**src/rtl/mem_bus_arbiter_pkg.sv**
```systemverilog
// rtl/mem_bus_arbiter_pkg.sv - shared encodings for the instruction/data memory bus arbiter
// Contents: access-size select encodings, arbiter state encoding, timeout limit
// and the alignment check used when a data request is accepted.
package mem_bus_arbiter_pkg;

  localparam logic [3:0] SEL_BYTE = 4'b0001;
  localparam logic [3:0] SEL_HALF = 4'b0011;
  localparam logic [3:0] SEL_WORD = 4'b1111;

  // Wait cycles without ram_ready before an access is abandoned.
  localparam logic [7:0] TIMEOUT_LIMIT = 8'd255;

  typedef enum logic [1:0] {
    ST_IDLE = 2'd0,
    ST_DATA = 2'd1,
    ST_INST = 2'd2
  } arb_state_e;

  // Any select value outside byte/half/word counts as misaligned.
  function automatic logic is_misaligned(input logic [3:0] sel, input logic [1:0] addr_lo);
    case (sel)
      SEL_BYTE: is_misaligned = 1'b0;
      SEL_HALF: is_misaligned = addr_lo[0];
      SEL_WORD: is_misaligned = |addr_lo;
      default:  is_misaligned = 1'b1;
    endcase
  endfunction

endpackage

```
**src/rtl/mem_lane_align.sv**
```systemverilog
// rtl/mem_lane_align.sv - combinational byte-lane steering for stores and load extraction
// Ports:
//   sel_i      in  4   access size select (byte/half/word)
//   addr_lo_i  in  2   byte offset within the word
//   write_i    in  1   1 = store, 0 = load
//   sign_ext_i in  1   sign-extend the extracted load value
//   wdata_i    in  32  right-aligned store data
//   rdata_i    in  32  raw RAM read word
//   we_o       out 4   byte write enables (zero for loads)
//   wdata_o    out 32  store data replicated across lanes
//   rdata_o    out 32  extracted and extended load data
module mem_lane_align
  import mem_bus_arbiter_pkg::*;
(
  input  logic [3:0]  sel_i,
  input  logic [1:0]  addr_lo_i,
  input  logic        write_i,
  input  logic        sign_ext_i,
  input  logic [31:0] wdata_i,
  input  logic [31:0] rdata_i,
  output logic [3:0]  we_o,
  output logic [31:0] wdata_o,
  output logic [31:0] rdata_o
);

  logic [7:0]  lane_byte;
  logic [15:0] lane_half;

  assign lane_byte = rdata_i[{addr_lo_i, 3'b000} +: 8];
  assign lane_half = addr_lo_i[1] ? rdata_i[31:16] : rdata_i[15:0];

  always_comb begin
    we_o    = 4'b1111;
    wdata_o = wdata_i;
    rdata_o = rdata_i;
    case (sel_i)
      SEL_BYTE: begin
        we_o    = 4'b0001 << addr_lo_i;
        wdata_o = {4{wdata_i[7:0]}};
        rdata_o = {{24{sign_ext_i & lane_byte[7]}}, lane_byte};
      end
      SEL_HALF: begin
        we_o    = 4'b0011 << {addr_lo_i[1], 1'b0};
        wdata_o = {2{wdata_i[15:0]}};
        rdata_o = {{16{sign_ext_i & lane_half[15]}}, lane_half};
      end
      default: begin
        we_o    = 4'b1111;
        wdata_o = wdata_i;
        rdata_o = rdata_i;
      end
    endcase
    if (!write_i) begin
      we_o = 4'b0000;
    end
  end

endmodule

```
**src/rtl/mem_bus_arbiter.sv**
```systemverilog
// rtl/mem_bus_arbiter.sv - arbitrates instruction fetch and data load/store onto one RAM port
// Optional feature macro: MEM_ARB_TIMEOUT_EN (abort accesses after 255 wait cycles).
// Ports:
//   clk, rst                      clock, synchronous active-high reset
//   inst_req/inst_addr            fetch request held until inst_ack
//   inst_ack/inst_rdata           one-cycle fetch completion with fetched word
//   data_req/write/sign_ext/sel/addr/wdata  load/store request held until data_ack
//   data_ack/data_err/data_rdata  one-cycle data completion, error flag, load data
//   inst_stall, data_stall        request pending and not yet acked
//   ram_en/we/addr/wdata          RAM access driven from latched request fields
//   ram_rdata, ram_ready          RAM read word and completion strobe
module mem_bus_arbiter
  import mem_bus_arbiter_pkg::*;
(
  input  logic        clk,
  input  logic        rst,
  input  logic        inst_req,
  input  logic [31:0] inst_addr,
  output logic        inst_ack,
  output logic [31:0] inst_rdata,
  input  logic        data_req,
  input  logic        data_write,
  input  logic        data_sign_ext,
  input  logic [3:0]  data_sel,
  input  logic [31:0] data_addr,
  input  logic [31:0] data_wdata,
  output logic        data_ack,
  output logic        data_err,
  output logic [31:0] data_rdata,
  output logic        inst_stall,
  output logic        data_stall,
  output logic        ram_en,
  output logic [3:0]  ram_we,
  output logic [31:0] ram_addr,
  output logic [31:0] ram_wdata,
  input  logic [31:0] ram_rdata,
  input  logic        ram_ready
);

  arb_state_e  state_q, state_d;
  logic [31:0] addr_q, addr_d;
  logic [31:0] wdata_q, wdata_d;
  logic [3:0]  sel_q, sel_d;
  logic        write_q, write_d;
  logic        sext_q, sext_d;
  logic        inst_ack_q, inst_ack_d;
  logic        data_ack_q, data_ack_d;
  logic        data_err_q, data_err_d;
  logic [31:0] inst_rdata_q, inst_rdata_d;
  logic [31:0] data_rdata_q, data_rdata_d;

  logic        busy;
  logic        timeout;
  logic [3:0]  lane_we;
  logic [31:0] lane_wdata;
  logic [31:0] lane_rdata;

  assign busy = (state_q != ST_IDLE);

  mem_lane_align u_lane_align (
    .sel_i      (sel_q),
    .addr_lo_i  (addr_q[1:0]),
    .write_i    (write_q),
    .sign_ext_i (sext_q),
    .wdata_i    (wdata_q),
    .rdata_i    (ram_rdata),
    .we_o       (lane_we),
    .wdata_o    (lane_wdata),
    .rdata_o    (lane_rdata)
  );

`ifdef MEM_ARB_TIMEOUT_EN
  logic [7:0] wait_cnt_q, wait_cnt_d;
  logic [7:0] wait_cnt_inc;

  // The counter is zero whenever the arbiter is idle, so each access starts from zero.
  assign wait_cnt_inc = wait_cnt_q + 8'd1;
  assign timeout      = busy && !ram_ready && (wait_cnt_inc == TIMEOUT_LIMIT);
  assign wait_cnt_d   = (busy && !ram_ready && !timeout) ? wait_cnt_inc : 8'd0;

  always_ff @(posedge clk) begin
    if (rst) begin
      wait_cnt_q <= 8'd0;
    end else begin
      wait_cnt_q <= wait_cnt_d;
    end
  end
`else
  assign timeout = 1'b0;
`endif

  always_comb begin
    state_d      = state_q;
    addr_d       = addr_q;
    wdata_d      = wdata_q;
    sel_d        = sel_q;
    write_d      = write_q;
    sext_d       = sext_q;
    inst_ack_d   = 1'b0;
    data_ack_d   = 1'b0;
    data_err_d   = 1'b0;
    inst_rdata_d = 32'd0;
    data_rdata_d = 32'd0;
    case (state_q)
      ST_IDLE: begin
        // While an ack is showing, its requester still holds req; do not re-accept it.
        if (!inst_ack_q && !data_ack_q) begin
          if (data_req) begin
            if (is_misaligned(data_sel, data_addr[1:0])) begin
              data_ack_d = 1'b1;
              data_err_d = 1'b1;
            end else begin
              state_d = ST_DATA;
              addr_d  = data_addr;
              wdata_d = data_wdata;
              sel_d   = data_sel;
              write_d = data_write;
              sext_d  = data_sign_ext;
            end
          end else if (inst_req) begin
            state_d = ST_INST;
            addr_d  = inst_addr;
            wdata_d = 32'd0;
            sel_d   = SEL_WORD;
            write_d = 1'b0;
            sext_d  = 1'b0;
          end
        end
      end
      ST_DATA: begin
        if (ram_ready) begin
          state_d      = ST_IDLE;
          data_ack_d   = 1'b1;
          data_rdata_d = write_q ? 32'd0 : lane_rdata;
        end else if (timeout) begin
          state_d    = ST_IDLE;
          data_ack_d = 1'b1;
          data_err_d = 1'b1;
        end
      end
      ST_INST: begin
        if (ram_ready) begin
          state_d      = ST_IDLE;
          inst_ack_d   = 1'b1;
          inst_rdata_d = ram_rdata;
        end else if (timeout) begin
          state_d    = ST_IDLE;
          inst_ack_d = 1'b1;
        end
      end
      default: state_d = ST_IDLE;
    endcase
  end

  always_ff @(posedge clk) begin
    if (rst) begin
      state_q      <= ST_IDLE;
      addr_q       <= 32'd0;
      wdata_q      <= 32'd0;
      sel_q        <= 4'd0;
      write_q      <= 1'b0;
      sext_q       <= 1'b0;
      inst_ack_q   <= 1'b0;
      data_ack_q   <= 1'b0;
      data_err_q   <= 1'b0;
      inst_rdata_q <= 32'd0;
      data_rdata_q <= 32'd0;
    end else begin
      state_q      <= state_d;
      addr_q       <= addr_d;
      wdata_q      <= wdata_d;
      sel_q        <= sel_d;
      write_q      <= write_d;
      sext_q       <= sext_d;
      inst_ack_q   <= inst_ack_d;
      data_ack_q   <= data_ack_d;
      data_err_q   <= data_err_d;
      inst_rdata_q <= inst_rdata_d;
      data_rdata_q <= data_rdata_d;
    end
  end

  assign inst_ack   = inst_ack_q;
  assign inst_rdata = inst_rdata_q;
  assign data_ack   = data_ack_q;
  assign data_err   = data_err_q;
  assign data_rdata = data_rdata_q;
  assign inst_stall = inst_req & ~inst_ack_q;
  assign data_stall = data_req & ~data_ack_q;

  // RAM side is quiet outside an access so misaligned requests never touch memory.
  assign ram_en    = busy;
  assign ram_we    = busy ? lane_we : 4'b0000;
  assign ram_addr  = busy ? {addr_q[31:2], 2'b00} : 32'd0;
  assign ram_wdata = busy ? lane_wdata : 32'd0;

endmodule

```
**config.mk**
```make
export PLATFORM = sky130hd
export DESIGN_NAME = mem_bus_arbiter
export DESIGN_NICKNAME = d
export VERILOG_FILES = /design/src/rtl/mem_bus_arbiter_pkg.sv /design/src/rtl/mem_lane_align.sv /design/src/rtl/mem_bus_arbiter.sv
export SDC_FILE = /design/constraint.sdc
export NUM_CORES = 1
export LEC_CHECK = 0
export ABC_AREA = 1
export ABC_CLOCK_PERIOD_IN_PS = 2009
export CORE_UTILIZATION = 44
export CTS_BUF_LIST = sky130_fd_sc_hd__clkbuf_4 sky130_fd_sc_hd__clkbuf_8 sky130_fd_sc_hd__clkbuf_16
export CTS_CLUSTER_SIZE = 12
export DETAILED_ROUTE_END_ITERATION = 10
export PLACE_DENSITY = 0.79
export SETUP_SLACK_MARGIN = 0.05
export SLEW_MARGIN = 15
export SYNTH_ARGS = -nofsm -noshare
export SYNTH_HDL_FRONTEND = slang
export SYNTH_HIERARCHICAL = 1
export SYNTH_SLANG_ARGS = --single-unit
```
**constraint.sdc**
```tcl
create_clock -name clk -period 2.01 [get_ports clk]
set_input_delay 0.402 -clock clk [delete_from_list [all_inputs] [get_ports clk]]
set_output_delay 0.402 -clock clk [all_outputs]
set_load 0.05 [all_outputs]
```
==> summary.md <==
| Metric | Value |
|---|---|
| Outcome | finished with violations |
| Failing checks | setup timing |
| Yosys warns | 6 |
| Yosys top cell area share | 39.0% |
| P_sw | 2740 uW |
| RSZ-0062 raised after global routing | yes |
| Iter 0 DRT Violations | 749 |
| Worst min path class | reg -> reg |
| CTS sink count | 139 |
| Initial antenna violation count | 1 |
| Reg clk slew, reported paths | 0.06 ns |
| Design Power | 8890 uW |
| Mean post-synth cell area | 6.29 sq um |
| CP Launch Type | flop |
| Die area | 16700 sq um |
| Power Internal | 6150 uW |
| Slew @ Worst Pin | 0.620 ns |
| Reg2Reg Setup Slack | 0.13 ns |
| Vias | 8278 |
| Synth Register Bits | 139 |
| Area grow syn2layout | 72.4% |
| Nets | 1559 |
| DIE HEIGHT | 129 um |
| Logic pwr share | 26.7% |
| DRC viols | 0 |
| Final critical-path required period | 2.13 ns |
| Worst Hold End | wdata_q[20] |
| CTS Buf Count | 17 |
| Max_cap viols | 0 |
| Switching Share | 30.8% |
| CP max FO | 5 |
| Setup TNS | -4.48 ns |
| I/O pin count | 277 |
| Max Slew Vio Count | 0 |
| CTS tree | yes |
| Die Wd | 129 um |
| Peak supply drop | 0.629 mV |
| CP arrival | 1.73 ns |
| Antenna Cells | 0 |
| Largest net degree at the start of global routing | 38 |
| Fin cells | 1646 |
| Pwr dens | 723 nW/um^2 |
| Worst Setup Slack, final | -0.121 ns |
| Post-Route Utilization | 77.7% |
| Htree depth | 4 |
| Skew-Pair Late Insertion Delay | 0.43 ns |
| Leakage power | 0.00594 uW |
| GR Overflow Total | 0 |
| Post-Place Cells | 1585 |
| Total GRT Usage | 30.3% |
| Post-synthesis cell type count | 34 |
| Clock Power Share | 39.6% |
| Syn Inst Count | 1133 |
| Critical R2R Launch | sel_q[3] |
| CP startpoint | sel_q[3] |
| RR Endpoint | data_rdata[10] |
| DR WL/cell | 15.5 um |
| Worst hold path stage count | 2 |
| WP data required | 1.61 ns |
| Sequential area share after synthesis | 39.0% |
| Register area | 2790 sq um |
| Initial core utilization | 45.1% |
| Clock root cell | clkbuf_16 |
| Critical path class | reg -> out |
| Top cells by area, synth | dfxtp_1 (39%), nand2_1 (18%), nor2_1 (9.1%) |
| WL final | 25500 um |
| Commonest non-fill, non-tap cell in the layout | nand2_1 |
| Fillers | 1094 |
| Core Region | 15800 sq um |
| Ratio of cells with drive above 1 in the final layout | 22.7% |
| Port bufs | 274 |
| CP endpoint kind | output port |
| FP Rows | 46 |
| Final period util | 106% |
| Sequential share of power | 33.7% |
| Area leader, netlist | dfxtp_1 |
| Global-route wire length before repair | 39000 um |
| Max-slew headroom | 58.6% |
| Commonest cells after routing, fill and taps aside | nand2_1 (318), clkdlybuf4s50_1 (169), inv_1 (133) |
| Worst hold start | wdata_q[20] |
| Max Freq | 0.469 GHz |
| Vias in the first global route | 7860 |
| Post-route ant nets | 0 |
| Final HPWL DP | 17000 um |
| Worst R2R Path Depth | 10 |
| DR pass1 iterations | 5 |
| Cts hold-fix bufs | 0 |
| Mapped Area | 7130 sq um |
| Skew final | 0.00935 ns |
| Placer Congestion | 0.864 |
| Clock buffer depth | 2 |
| Final hold violation count | 0 |
| Vias per cell | 5.03 |
| Multi-input gate area | 3940 sq um |
| Setup Viol. Count Final | 58 |
-- worst max-delay path by stage --
stage / cells after the start / end / slack (ns)
6_report: 9 / ram_wdata[24] / -0.12
5_1_grt: 9 / ram_wdata[16] / -0.20
4_1_cts: 9 / ram_wdata[27] / -0.13
3_5_place_dp: 8 / sel_q[3] / -0.08
3_3_place_gp: 7 / sext_q / 0.01
2_1_floorplan: 6 / ram_wdata[13] / -0.07
-- power groups by stage --
stage	Clock (uW)	Sequential, uW	Combinational [uW]
detailed placement	0	3040	1920
finish	3520	2990	2370
global route	3640	3010	2550
CTS	3520	2990	2270
global placement	0	3040	1900
floorplan	0	3080	1130
-- logic make-up (layout without fill, tap and decap cells) --
logic type	Yosys count	after routing	synth area share [%]
DFF	139	139	39.0
other	1	2	0.0526
AOI/OAI and AO/OA	126	126	9.21
buffers and inverters	244	539	14.7
and+or+nand+nor	620	621	36.5
adders and majority gates	3	3	0.526
-- synth_stat cells --
master	count
nand3_1	54
or2_2	1
clkinv_1	1
o21ai_0	37
o21ai_2	1
nand3b_1	14
nand3_4	4
dfxtp_1	139
buf_6	6
o211ai_1	2
buf_1	8
clkbuf_1	30
inv_2	2
nand4_1	22
ha_1	3
buf_2	25
clkinv_4	1
nor2_8	1
nand2_4	1
a21oi_1	72
buf_4	12
a21oi_4	1
a21boi_0	1
a31oi_1	1
nand2_1	345
conb_1	1
inv_1	157
o31ai_1	1
nor2_1	173
nor3_1	2
or2_0	1
nor2_4	2
inv_4	2
o21ai_1	10
-- per-stage QoR --
| stage | hold WS [ns] | setup WS [ns] | instance area, sq um |
|---|---|---|---|
| floorplan | 0.441 | -0.0723 | 7330 |
| global placement | 0.447 | 0.0122 | 10400 |
| detailed placement | 0.454 | -0.0780 | 10400 |
| CTS | 0.464 | -0.129 | 12000 |
| global route | 0.483 | -0.199 | 12300 |
| finish | 0.465 | -0.121 | 12300 |
-- layer usage --
| metal | vias to the layer above | share of wire, % | GRT usage, % |
|---|---|---|---|
| met1 | 3787 | 37 | 34.5 |
| li1 | 4005 | - | - |
| met3 | 72 | 9.5 | 7.60 |
| met5 | - | 0.051 | 0 |
| met2 | 412 | 50 | 52.7 |
| met4 | 2 | 3.1 | 15.2 |
-- critical path: stages (launching register included) --
cell and delay (ns):
dfxtp_2 0.33, nor2_4 0.18, nand2_4 0.12, nor2_8 0.12
buf_12 0.13, nand2_2 0.05, nand3_2 0.05, inv_2 0.05
nor2_4 0.11, buf_12 0.15
-- layout make-up --
type                            instances  share of cell area (%)
Sequential cell                       139                    22.7
Tap cell                              216                    2.20
Timing Repair inverter                  1                  0.0713
Inverter                              163                    5.14
Multi-Input combinational cell        752                    32.0
Clock buffer                           19                    3.63
Clock inverter                         13                    1.74
Timing Repair Buffer                  343                    32.5
-- flip-flops by register name, indices dropped and copies added, names as in the netlist --
signal and flops:
addr_q 32, wdata_q 32, data_err 1, data_rdata 32, inst_rdata 32, write_q 1
data_ack 1, inst_ack 1, sel_q 4, sext_q 1, state_q 2
-- what timing repair did --
action                                  4_1_cts  5_1_grt
endpoints found under the setup margin       76      112
pin swaps                                    54       38
endpoints found under the hold margin         0        0
gates cloned                                  6        1
buffers inserted                             21        3
gates resized for setup                     198       87
No activity file was read; power rests on OpenSTA's default activity.
